### config.mk
export PLATFORM = sky130hd
export DESIGN_NAME = stage_memory
export DESIGN_NICKNAME = d
export VERILOG_FILES = /design/src/rtl/core_pkg.sv /design/src/rtl/mem_align.sv /design/src/rtl/stage_memory.sv
export SDC_FILE = /design/constraint.sdc
export NUM_CORES = 1
export LEC_CHECK = 0
export CAP_MARGIN = 20
export CORE_UTILIZATION = 50
export DETAILED_ROUTE_END_ITERATION = 10
export HOLD_SLACK_MARGIN = 0.15
export PLACE_DENSITY = 0.91
export SLEW_MARGIN = 15
export SYNTH_ARGS = -nofsm -noshare
export SYNTH_HDL_FRONTEND = slang
export SYNTH_SLANG_ARGS = --single-unit
### constraint.sdc
create_clock -name clk -period 5.2 [get_ports clk]
set_input_delay 0.78 -clock clk [delete_from_list [all_inputs] [get_ports clk]]
set_output_delay 0.78 -clock clk [all_outputs]
set_load 0.05 [all_outputs]
### src/rtl/core_pkg.sv
// Shared encodings for the memory stage: load/store size codes, the
// transaction state enum and the alignment/legality rule.
package core_pkg;

  localparam logic [2:0] F3_B  = 3'b000;
  localparam logic [2:0] F3_H  = 3'b001;
  localparam logic [2:0] F3_W  = 3'b010;
  localparam logic [2:0] F3_BU = 3'b100;
  localparam logic [2:0] F3_HU = 3'b101;

  typedef enum logic [1:0] {
    S_IDLE = 2'd0,
    S_REQ  = 2'd1,
    S_WAIT = 2'd2,
    S_DONE = 2'd3
  } mem_state_e;

  // A halfword needs an even address and a word a 4-byte-aligned one.
  function automatic logic access_ok(input logic [2:0] funct3, input logic [1:0] addr_lo);
    case (funct3)
      F3_B, F3_BU: access_ok = 1'b1;
      F3_H, F3_HU: access_ok = ~addr_lo[0];
      F3_W:        access_ok = (addr_lo == 2'b00);
      default:     access_ok = 1'b0;
    endcase
  endfunction

endpackage

### src/rtl/mem_align.sv
// Lane steering for the data bus: store byte enables and replicated write
// data, and lane selection plus sign/zero extension of load data.
module mem_align
  import core_pkg::*;
(
  input  logic [2:0]  funct3_i,
  input  logic [1:0]  addr_lo_i,
  input  logic [31:0] store_data_i,
  input  logic [31:0] rdata_i,
  output logic [3:0]  be_o,
  output logic [31:0] wdata_o,
  output logic [31:0] load_data_o
);

  logic [31:0] shifted;

  always_comb begin
    be_o        = 4'b0000;
    wdata_o     = store_data_i;
    shifted     = rdata_i >> {addr_lo_i, 3'b000};
    load_data_o = rdata_i;

    // Store size comes from the low two funct3 bits only.
    case (funct3_i[1:0])
      2'b00: begin
        be_o    = 4'b0001 << addr_lo_i;
        wdata_o = {4{store_data_i[7:0]}};
      end
      2'b01: begin
        be_o    = 4'b0011 << addr_lo_i;
        wdata_o = {2{store_data_i[15:0]}};
      end
      2'b10:   be_o = 4'b1111;
      default: be_o = 4'b0000;
    endcase

    case (funct3_i)
      F3_B:    load_data_o = {{24{shifted[7]}}, shifted[7:0]};
      F3_H:    load_data_o = {{16{shifted[15]}}, shifted[15:0]};
      F3_BU:   load_data_o = {24'd0, shifted[7:0]};
      F3_HU:   load_data_o = {16'd0, shifted[15:0]};
      default: load_data_o = rdata_i;
    endcase
  end

endmodule

### src/rtl/stage_memory.sv
// Pipeline memory stage: passes ALU results through in one cycle and runs
// one data-bus transaction per load/store, stalling upstream meanwhile.
module stage_memory
  import core_pkg::*;
#(
  parameter int unsigned RSP_TIMEOUT = 255
) (
  input  logic        clk,
  input  logic        rst_n,
  input  logic        execute_valid,
  input  logic [4:0]  execute_rd,
  input  logic        execute_wr_enable,
  input  logic        execute_mem_to_reg,
  input  logic        execute_mem_write,
  input  logic [2:0]  execute_funct3,
  input  logic [31:0] execute_alu_result,
  input  logic [31:0] execute_store_data,
  output logic        memory_stall,
  output logic        dmem_req,
  output logic        dmem_we,
  output logic [31:0] dmem_addr,
  output logic [31:0] dmem_wdata,
  output logic [3:0]  dmem_be,
  input  logic        dmem_gnt,
  input  logic        dmem_rvalid,
  input  logic [31:0] dmem_rdata,
  output logic [4:0]  memory_rd,
  output logic        memory_wr_enable,
  output logic [31:0] memory_result,
  output logic        memory_fault
);

  localparam int CW = 10;
  localparam logic [CW-1:0] TIMEOUT_LAST = CW'(RSP_TIMEOUT - 1);

  mem_state_e    state_q, state_d;
  logic [31:0]   addr_q, addr_d;
  logic [31:0]   sdata_q, sdata_d;
  logic [4:0]    rd_q, rd_d;
  logic          wr_en_q, wr_en_d;
  logic          store_q, store_d;
  logic [2:0]    f3_q, f3_d;
  logic [CW-1:0] cnt_q, cnt_d;
  logic [4:0]    mrd_q, mrd_d;
  logic          mwe_q, mwe_d;
  logic [31:0]   mres_q, mres_d;
  logic          fault_q, fault_d;

  logic          is_mem, legal, in_req, load_we;
  logic [3:0]    be;
  logic [31:0]   wdata, load_data;

  mem_align u_align (
    .funct3_i     (f3_q),
    .addr_lo_i    (addr_q[1:0]),
    .store_data_i (sdata_q),
    .rdata_i      (dmem_rdata),
    .be_o         (be),
    .wdata_o      (wdata),
    .load_data_o  (load_data)
  );

  assign is_mem  = execute_mem_to_reg | execute_mem_write;
  assign legal   = access_ok(execute_funct3, execute_alu_result[1:0]);
  assign in_req  = (state_q == S_REQ);
  assign load_we = wr_en_q & (rd_q != 5'd0);

  always_comb begin
    state_d      = state_q;
    addr_d       = addr_q;
    sdata_d      = sdata_q;
    rd_d         = rd_q;
    wr_en_d      = wr_en_q;
    store_d      = store_q;
    f3_d         = f3_q;
    cnt_d        = cnt_q;
    mrd_d        = mrd_q;
    mres_d       = mres_q;
    mwe_d        = 1'b0;
    fault_d      = 1'b0;
    memory_stall = 1'b0;

    case (state_q)
      S_IDLE: begin
        if (execute_valid && is_mem) begin
          mrd_d = execute_rd;
          if (legal) begin
            memory_stall = 1'b1;
            addr_d       = execute_alu_result;
            sdata_d      = execute_store_data;
            rd_d         = execute_rd;
            wr_en_d      = execute_wr_enable;
            store_d      = execute_mem_write;
            f3_d         = execute_funct3;
            state_d      = S_REQ;
          end else begin
            fault_d = 1'b1;
          end
        end else if (execute_valid) begin
          mrd_d  = execute_rd;
          mres_d = execute_alu_result;
          mwe_d  = execute_wr_enable & (execute_rd != 5'd0);
        end
      end
      S_REQ: begin
        memory_stall = 1'b1;
        if (dmem_gnt) begin
          cnt_d = '0;
          mrd_d = rd_q;
          if (store_q) begin
            state_d = S_DONE;
          end else if (dmem_rvalid) begin
            mres_d  = load_data;
            mwe_d   = load_we;
            state_d = S_DONE;
          end else begin
            state_d = S_WAIT;
          end
        end
      end
      S_WAIT: begin
        memory_stall = 1'b1;
        // A response arriving on the last allowed cycle still wins over the abort.
        if (dmem_rvalid) begin
          mres_d  = load_data;
          mwe_d   = load_we;
          state_d = S_DONE;
        end else if (cnt_q == TIMEOUT_LAST) begin
          fault_d = 1'b1;
          state_d = S_DONE;
        end else begin
          cnt_d = cnt_q + 1'b1;
        end
      end
      default: state_d = S_IDLE;
    endcase
  end

  always_ff @(posedge clk) begin
    if (!rst_n) begin
      state_q <= S_IDLE;
      addr_q  <= '0;
      sdata_q <= '0;
      rd_q    <= '0;
      wr_en_q <= 1'b0;
      store_q <= 1'b0;
      f3_q    <= '0;
      cnt_q   <= '0;
      mrd_q   <= '0;
      mwe_q   <= 1'b0;
      mres_q  <= '0;
      fault_q <= 1'b0;
    end else begin
      state_q <= state_d;
      addr_q  <= addr_d;
      sdata_q <= sdata_d;
      rd_q    <= rd_d;
      wr_en_q <= wr_en_d;
      store_q <= store_d;
      f3_q    <= f3_d;
      cnt_q   <= cnt_d;
      mrd_q   <= mrd_d;
      mwe_q   <= mwe_d;
      mres_q  <= mres_d;
      fault_q <= fault_d;
    end
  end

  assign dmem_req         = in_req;
  assign dmem_we          = in_req & store_q;
  assign dmem_addr        = in_req ? {addr_q[31:2], 2'b00} : 32'd0;
  assign dmem_be          = in_req ? be : 4'b0000;
  assign dmem_wdata       = in_req ? wdata : 32'd0;
  assign memory_rd        = mrd_q;
  assign memory_wr_enable = mwe_q;
  assign memory_result    = mres_q;
  assign memory_fault     = fault_q;

endmodule

# After elaboration in Yosys (flattened, before gate mapping)
# Cells that the tools add are included.
dict set report totals {
  reg_bits 125
  input_bits 112
  out_inout_bits 110
  wordCells 105
}
dict set report classes {
  addsub 1
  eq_ne 22
  n_shift 3
  mux 43
  bitwise_logic 5
  reduce_logical 19
}
# cell n
set ops {}
lappend ops {{32-bit 2-to-1 mux} 7}
lappend ops {{32-bit case mux with 4 select lines} 1}
lappend ops {{32-bit case mux with 3 select lines} 1}
lappend ops {{32-bit case mux with 2 select lines} 1}
lappend ops {{32-bit by 5-bit right shift with 16-bit output} 1}
lappend ops {{10-bit 2-to-1 mux} 3}
lappend ops {{10-bit case mux with 2 select lines} 1}
lappend ops {{2-bit != test (second input constant)} 8}
lappend ops {{5-bit 2-to-1 mux} 3}
lappend ops {{1-bit 2-to-1 mux} 13}
lappend ops {{3-bit equality test (second input constant)} 4}
lappend ops {{4-bit case mux with 3 select lines} 1}
lappend ops {{10-bit by 1-bit adder with 10-bit output (second input constant)} 1}
lappend ops {{10-bit by 8-bit equality test with 1-bit output (second input constant)} 1}
lappend ops {{2-bit 2-to-1 mux} 5}
lappend ops {{5-bit case mux with 2 select lines} 1}
lappend ops {{5-bit nonzero test} 2}
lappend ops {{4-bit AND reduction} 2}
lappend ops {{3-bit by 1-bit equality test with 1-bit output (second input constant)} 2}
lappend ops {{2-bit logical NOT} 3}
lappend ops {{3-bit logical NOT} 2}
lappend ops {{3-bit != test (second input constant)} 2}
lappend ops {{1-bit case mux with 3 select lines} 2}
lappend ops {{2-bit case mux with 3 select lines} 1}
lappend ops {{16 further kinds} 25}

# Logic depth before layout (Yosys ltp)
# Gate-level depths: netlist of the first run.
dict set report depth {
  word_depth 6
  depth_mapped 9
  ltp_nobuf 7
}

# Modules after synthesis
# Synthesis of the first run repeated with hierarchy kept, for this count alone.
dict set report hier_totals {
  cells_unflattened 858
  hier_area_um2 7044.3
}
# module instances cells_per_inst area_per_inst_um2 seq_area_each_um2
set modules_own_cells {}
lappend modules_own_cells {stage_memory 1 677 5814.3 2502.4}
lappend modules_own_cells {mem_align 1 181 1229.9 0.0}

# Worst setup path before layout of the first run
# No wires, ideal clock.
dict set report synth_timing {
  path_type {register -> output}
  start {register state_q[1]}
  end {output dmem_wdata[10]}
  arrival_time_ns 2.812
  t_required_ns 4.420
  path_slack_ns 1.608
  stages_incl_launch_ff 6
  path_buffers 2
  cell_sequence {dfxtp_1 > inv_1 > ha_1 > clkbuf_1 > buf_1 > a21boi_0}
}
dict set report synth_via {
  elab_chain_cells 2
}
# element line_no
set synth_lines {}
lappend synth_lines {{start, declared} stage_memory.sv:36} ;# mem_state_e state_q, state_d;
lappend synth_lines {{start signal, assigned} stage_memory.sv:154} ;# state_q <= state_d;
lappend synth_lines {{2-bit by 1-bit equality test with 1-bit output} stage_memory.sv:65} ;# assign in_req = (state_q == S_REQ);
lappend synth_lines {{net dmem_req} stage_memory.sv:19} ;# output logic dmem_req,
lappend synth_lines {{32-bit 2-to-1 mux} stage_memory.sv:173} ;# assign dmem_wdata = in_req ? wdata : 32'd0;
lappend synth_lines {{end, declared} stage_memory.sv:22} ;# output logic [31:0] dmem_wdata,
# The timed path passes the listed nets, and every way through them passes these cells.

# Final worst setup path of the first run
dict set report layout_timing {
  start {register state_q[1]}
  end {output dmem_wdata[14]}
}
dict set report layout_via {
  elab_chain_cells 2
}
# element line_no
set layout_lines {}
lappend layout_lines {{2-bit by 1-bit equality test with 1-bit output} stage_memory.sv:65}
lappend layout_lines {{32-bit 2-to-1 mux} stage_memory.sv:173}
# Every way passes these cells.

==> metrics, run 1 <==
Placer Congestion=0.8692; Buf+Inv Stages, Crit Path=3; largest net degree at the start of global routing=75; Overflow after GRT=0; Cell Rows=41; R2R setup slack=1.91 ns; die area=0.01342 mm^2; mux cell area share after synthesis=4.209%; input/output buffers=219; Die Span X=115.8 um; Finished Layout Cells=1209; PwrDens=408.7 mW/mm^2; Slew HR=31.07%; Detail Route Antenna Nets=0; clock sinks=125; Post-synth EDFFs=0; IR drop worst, VDD=0.2424 mV; r2r startpoint=state_q[1]$_SDFFE_PN0P_; Post-Synth Adder-Cell Area=1.159%; worst r2r path cells=8; DP HPWL=14.64 mm; post-cts repair resize count=0; Synth cell types=58; Starting Density=51.35%; DR pass1 iterations=5; CP top delay family=buffers and inverters; Highest Clock Rate=257.5 MHz; Synth Area in Compound Gates=26.14%; Synth async-reset ratio=0%; Max-cap violations=0; die span in y=115.8 um; Via density=5.737; Mapped Cells=845; clock tree root driver cell=clkbuf_16; DR vias=6936; worst skew pair latency=0.41 ns; Seq/Total Area, Yosys=38.62%; Hold EP=addr_q[10]$_SDFFE_PN0P_; Final #Nets=1142; Data required, critical path=4.42 ns; Static Leakage=3.244 nW; Max Slew Vio Count=0; Crit-path slowest cell=clkdlybuf4s50_1; min-delay src=addr_q[10]$_SDFFE_PN0P_; vias in the first global route=6431; reg-to-reg endpoint=cnt_q[4]$_SDFFE_PN0P_; final period utilization=74.68%; CP cell instances=inv_1 > ha_2 > buf_4 > a21boi_0 > clkdlybuf4s50_1; CTS tree=yes; Residual DRC=0; setup violators final=0; delay of the slowest critical-path stage=0.84 ns; share of cells above drive strength 1=6.654%; largest family of logic cells by synthesized area=compound AO/OA/AOI/OAI gates; initial antenna violation count=0; clk buf depth=2; Hold Path Stages=2; Crit. path cell count=5; core area=0.01262 mm^2; min cycle time layout=3.883 ns; RSZ-0062 raised after global routing=no; # diodes=0; Tot Pwr=3.830 mW; Place WS=1.476 ns; Area Overhead vs Synth=44.60%; global-route wire length before repair=32.80 mm; Worst Hold Class=register to register; crit end category=output pin; mapped cell area=0.006480 mm^2; Max Clock Skew=0.008685 ns; wire per inst=17.67 um; Simple-Gate Fraction of Synth Area=23.96%; Total Routing Usage GR=31.80%; outcome=complete, no violations; Fin. Hold Viols=0; io pins=222; Setup TNS=0 ns; total CTS buffers=17; startpoint types=register; Placed Instances=1177; final core utilization=74.25%; XOR/XNOR Fraction of Synth Area=0.8110%; final worst setup slack=1.317 ns; crit path DAT=3.10 ns; htree depth=4; Ys Warns=0; Seq cells post-synth=125; # hold bufs at CTS=0; DR iter-0 viols=567; CP Max Fanout=47; WS Path Type=register to output pin; setup repair bufs after CTS=0; final wirelength=21.37 mm; Avg Synthesized Cell Area=7.669 um^2; ys flop type=dfxtp_1; CTS clk-pin slew, worst paths=0.05 ns; Worst-Margin Slew=1.034 ns
==> how the worst max path moves through the flow <==
stage / to / from / slack (ns)
floorplan: dmem_wdata[10] / state_q[1]$_SDFFE_PN0P_ / 1.61
global placement: memory_stall / execute_funct3[0] / 1.55
detailed placement: memory_stall / execute_funct3[0] / 1.48
CTS: dmem_wdata[10] / state_q[1]$_SDFFE_PN0P_ / 1.29
global route: dmem_wdata[14] / state_q[1]$_SDFFE_PN0P_ / 1.15
finish: dmem_wdata[14] / state_q[1]$_SDFFE_PN0P_ / 1.32
==> cells in the final DEF (no fill, tap or decap), types with 5 or more instances in the layout <==
| cell | count |
|---|---|
| a211oi_1 | 7 |
| a21boi_0 | 8 |
| a21oi_1 | 126 |
| a221oi_2 | 12 |
| and2_1 | 42 |
| buf_4 | 9 |
| bufinv_16 | 6 |
| clkbuf_16 | 17 |
| clkdlybuf4s50_1 | 219 |
| dfxtp_1 | 124 |
| ha_1 | 5 |
| inv_1 | 5 |
| mux2i_1 | 25 |
| nand2_1 | 225 |
| nand2b_1 | 9 |
| nand3_1 | 8 |
| nor2_1 | 33 |
| nor2b_1 | 17 |
| nor3_1 | 6 |
| o211a_1 | 8 |
| o21ai_0 | 35 |
| o21bai_1 | 6 |
| o221ai_1 | 13 |
| xor2_1 | 5 |
==> sequential cells by signal (all words and copies together) (netlist names) <==
register,cells
memory_wr_enable,1
memory_fault,1
wr_en_q,1
store_q,1
cnt_q,10
memory_result,32
rd_q,5
memory_rd,5
state_q,2
f3_q,3
addr_q,32
sdata_q,32
==> Yosys cell counts (2+ instances only) <==
cell	n	area [um^2]
dfxtp_1	125	2502
o31ai_1	2	15.01
a221oi_1	4	35.03
nand2_1	225	844.6
nor2_1	33	123.9
o21bai_1	6	45.04
o21ai_1	3	15.01
o21ai_0	36	180.2
o211a_1	8	80.08
a221oi_2	12	180.2
nor3_1	7	35.03
and2_1	42	262.8
o221a_2	2	22.52
o211ai_1	3	22.52
or3_1	3	18.77
a211oi_1	7	52.55
nand2b_1	9	56.30
buf_1	6	22.52
xor2_1	5	43.79
o21a_1	2	15.01
a2111oi_4	3	82.58
buf_2	12	60.06
mux2i_1	25	250.2
clkbuf_1	45	168.9
buf_4	5	37.54
a21oi_1	126	630.6
ha_1	6	75.07
nor2b_1	17	106.4
nand3_1	8	40.04
o221ai_1	13	113.9
a31oi_1	4	25.02
inv_1	6	22.52
a21boi_0	8	60.06
o2bb2ai_1	3	26.28
==> where the power goes <==
part | internal [mW] | switching, mW | total [mW] | leakage (nW)
clock | 0.947 | 0.435 | 1.38 | 0.335
sequential | 1.08 | 0.0815 | 1.16 | 1.02
combinational | 0.442 | 0.845 | 1.29 | 1.89
==> metal layers <==
metal / wire length, um / track usage (%) / up-vias
met5: 0 / 0 / -
met4: 978 / 19.74 / 0
met3: 1858 / 6.904 / 77
met2: 10050 / 51.27 / 396
met1: 8481 / 38.72 / 3190
li1: - / - / 3273
==> cell type report <==
cell class | count | area [um^2]
sequential | 125 | 2504
clock inverter | 11 | 210.2
multi-input combinational | 645 | 3674
tap | 172 | 215.2
inverter | 7 | 27.53
timing repair buffer | 228 | 2260
clock buffer | 21 | 480.5
fill | 966 | 3249
==> cell families after synthesis <==
kind of cell | after synthesis
mux | 26
other cells | 1
compound gates | 252
simple gates | 353
fa+ha+maj | 6
buf+inv | 76
xor+xnor | 6
flops | 125
==> worst reg2reg max path, stage by stage, from the launching register on <==
cell and delay [ns]:
dfxtp_1 0.33, inv_1 0.09, ha_2 0.59, buf_4 0.53, nor2b_1 0.70, o21ai_1 0.30
o21ai_0 0.36, xor2_1 0.20, nor2_1 0.06
==> metrics by stage <==
step           hold slack, ns  cell area (um^2)
2_1_floorplan          0.4317              6484
3_3_place_gp           0.4377              8680
3_5_place_dp           0.4421              8680
4_1_cts                0.4495              9370
5_1_grt                0.4666              9370
6_report               0.4488              9370
Power figures use the tool's default switching activity.
==> run 2: changes to the inputs <==
--- a/config.mk
+++ b/config.mk
@@ -6,10 +6,10 @@
 export NUM_CORES = 1
 export LEC_CHECK = 0
 export CAP_MARGIN = 20
-export CORE_UTILIZATION = 50
+export CORE_UTILIZATION = 46
 export DETAILED_ROUTE_END_ITERATION = 10
 export HOLD_SLACK_MARGIN = 0.15
-export PLACE_DENSITY = 0.91
+export PLACE_DENSITY = 0.85
 export SLEW_MARGIN = 15
 export SYNTH_ARGS = -nofsm -noshare
 export SYNTH_HDL_FRONTEND = slang
==> constraint.sdc (replaced) <==
create_clock -name clk -period 4.1 [get_ports clk]
set_input_delay 0.615 -clock clk [delete_from_list [all_inputs] [get_ports clk]]
set_output_delay 0.615 -clock clk [all_outputs]
set_load 0.05 [all_outputs]
==> run 2 against run 1 <==
Highest routed layer unchanged; clock power increased by 6%; critical endpoint is now dmem_be[2]; flip-flop and latch count unchanged; design area decreased by 0.65%; critical path depth decreased by 1; first-iteration DRC count increased by 3.7%; sequential share of layout area increased by 0.18 points; clock-buffer cell count increased by 3; the run now ends with design-rule violations left; die area increased by 8.5%.
==> metrics, run 2 (same netlist as run 1, synthesis figures left out) <==
combinational fraction of design power=35.9% (was 33.6%); share of cells above drive strength 1=6.635% (was 6.654%); Worst-Margin Slew=1.096 ns (was 1.034 ns); setup violators final=0 (unchanged); Max Slew Vio Count=0 (unchanged); startpoint types=register (unchanged); post-cts repair resize count=0 (unchanged); crit path DAT=2.97 ns (was 3.10 ns); wire per inst=17.57 um (was 17.67 um); Fin. Hold Viols=0 (unchanged); sequential power share=32.1% (was 30.3%); P_int=2.872 mW (was 2.468 mW); IR drop worst, VDD=0.3544 mV (was 0.2424 mV); CP Max Fanout=27 (was 47); final wirelength=21.43 mm (was 21.37 mm); core area=0.01383 mm^2 (was 0.01262 mm^2); vias in the first global route=6240 (was 6431); Via density=5.657 (was 5.737); # diodes=0 (unchanged); DR vias=6902 (was 6936); PwrDens=491.3 mW/mm^2 (was 408.7 mW/mm^2); min cycle time layout=3.587 ns; # fillers=1156 (was 966); failing checks=design-rule violations; CTS tree=yes (unchanged); Area Overhead vs Synth=43.66% (was 44.60%); Data required, critical path=3.48 ns (was 4.42 ns); Slew HR=26.92% (was 31.07%); Die Span X=120.7 um (was 115.8 um); die span in y=120.7 um (was 115.8 um); WS Path Type=register to output pin (unchanged); clk buf depth=2 (unchanged); global-route wire length before repair=32.99 mm (was 32.80 mm); final period utilization=87.50%; input/output buffers=219 (unchanged); DR pass1 iterations=9 (was 5); Placer Congestion=0.9440 (was 0.8692); clock share of power=31.9% (was 36.1%); Starting Density=46.86% (was 51.35%); Total Routing Usage GR=29.25% (was 31.80%); CTS clk-pin slew, worst paths=0.05 ns (about the same); most common cell after layout, fill and taps aside=nand2_1 (unchanged); io pins=222 (unchanged); clock tree root driver cell=clkbuf_16 (unchanged); initial antenna violation count=0 (unchanged); clock sinks=125 (unchanged); delay of the slowest critical-path stage=0.89 ns (was 0.84 ns); Placed Instances=1189 (was 1177); setup repair bufs after CTS=0 (unchanged); Finished Layout Cells=1220 (was 1209); die area=0.01457 mm^2 (was 0.01342 mm^2); Worst Hold Class=register to register (unchanged); P_sw=1.702 mW (was 1.362 mW); Setup TNS=0 ns (unchanged); Max-cap violations=0 (unchanged); Final #Nets=1146 (was 1142); RSZ-0062 raised after global routing=no (unchanged); largest net degree at the start of global routing=75 (unchanged); CP top delay family=flip-flops (was buffers and inverters); total CTS buffers=17 (unchanged); # hold bufs at CTS=0 (unchanged); Detail Route Antenna Nets=0 (unchanged); Crit-path slowest cell=dfxtp_1 (was clkdlybuf4s50_1); Residual DRC=2 (was 0); most frequent cells in the layout=nand2_1, clkdlybuf4s50_1, a21oi_1 (unchanged); Max Clock Skew=0.005604 ns (was 0.008685 ns); Tot Pwr=4.573 mW (was 3.830 mW); Overflow after GRT=0 (unchanged); DR iter-0 viols=588 (was 567); crit end category=output pin (unchanged); outcome=finished, violations left (was complete, no violations); DP HPWL=14.68 mm (was 14.64 mm); worst skew pair latency=0.42 ns (was 0.41 ns); Sw Ratio=37.21% (was 35.56%); Cell Rows=43 (was 41); htree depth=4 (unchanged); Buf+Inv Stages, Crit Path=1 (was 3); Static Leakage=3.218 nW (was 3.244 nW); CP cell instances=nand2b_1 > a21oi_1 > o21a_1 > clkdlybuf4s50_1 (was inv_1 > ha_2 > buf_4 > a21boi_0 > clkdlybuf4s50_1); Highest Clock Rate=278.8 MHz
-- run 2: cell count changes in the layout (fill, tap and decap cells not counted) --
cell	change
ha_4	+1
clkdlybuf4s50_1	-1
clkbuf_8	-1
buf_12	+1
bufinv_16	-4
clkbuf_1	+4
buf_4	+4
clkinvlp_4	-1
clkinv_2	+1
ha_2	-1
-- run 2: stage by stage --
stage               area (um^2)  hold slack [ns]  utilization [%]  setup slack, ns
CTS                        9299           0.4496            67.25           0.4924
finish                     9309           0.4488            67.32           0.5127
floorplan                  6484           0.4317                -           0.6733
global route               9309           0.4694            67.32           0.3271
global placement           8730           0.4373            63.13           0.9687
detailed placement         8730           0.4421            63.13           0.9447
-- run 2: area by class of cell --
type / instances / area [um^2] / share of cell area [%]
multi-input combinational: 645 / 3684 / 39.57
inverter: 7 / 27.53 / 0.2957
clock inverter: 7 / 87.58 / 0.9409
sequential: 125 / 2504 / 26.90
timing repair buffer: 232 / 2300 / 24.70
tap: 180 / 225.2 / 2.419
clock buffer: 24 / 481.7 / 5.175
-- run 2: routing by layer --
layer  share of wire, %  wire length [um]  track usage, %
met5                  0                 0               0
met4                3.3               716           13.73
met3                7.9              1689           5.849
met2                 47             10120           46.48
met1                 42              8903           38.00
-- run 2: power groups by stage --
stage | Sequential, mW | Combinational, mW | Clock [mW]
3_5_place_dp | 1.49 | 1.62 | 0
4_1_cts | 1.47 | 1.63 | 1.48
6_report | 1.47 | 1.64 | 1.46
2_1_floorplan | 1.81 | 0.751 | 0
3_3_place_gp | 1.49 | 1.60 | 0
5_1_grt | 1.49 | 1.74 | 1.54
-- run 2: worst register-to-register path, cell delays in order (launching register included) --
cell and delay (ns):
dfxtp_1 0.42, inv_1 0.09, ha_1 0.32, inv_2 0.40, nor2_2 0.14, a2111oi_4 0.35
buf_4 0.40, o311a_2 0.61, a221oi_1 0.15
-- run 2: path summary, 6_finish.rpt --
| check | from | endpoint | slack, ns | depth (start not counted) |
|---|---|---|---|---|
| max | addr_q[1]$_SDFFE_PN0P_ | dmem_be[2] | 0.51 | 4 |
| min | addr_q[14]$_SDFFE_PN0P_ | addr_q[14]$_SDFFE_PN0P_ | 0.45 | 2 |
| max reg2reg | state_q[0]$_SDFFE_PN0P_ | memory_result[16]$_SDFFE_PN0P_ | 1.08 | 8 |
| min reg2reg | addr_q[14]$_SDFFE_PN0P_ | addr_q[14]$_SDFFE_PN0P_ | 0.45 | 2 |
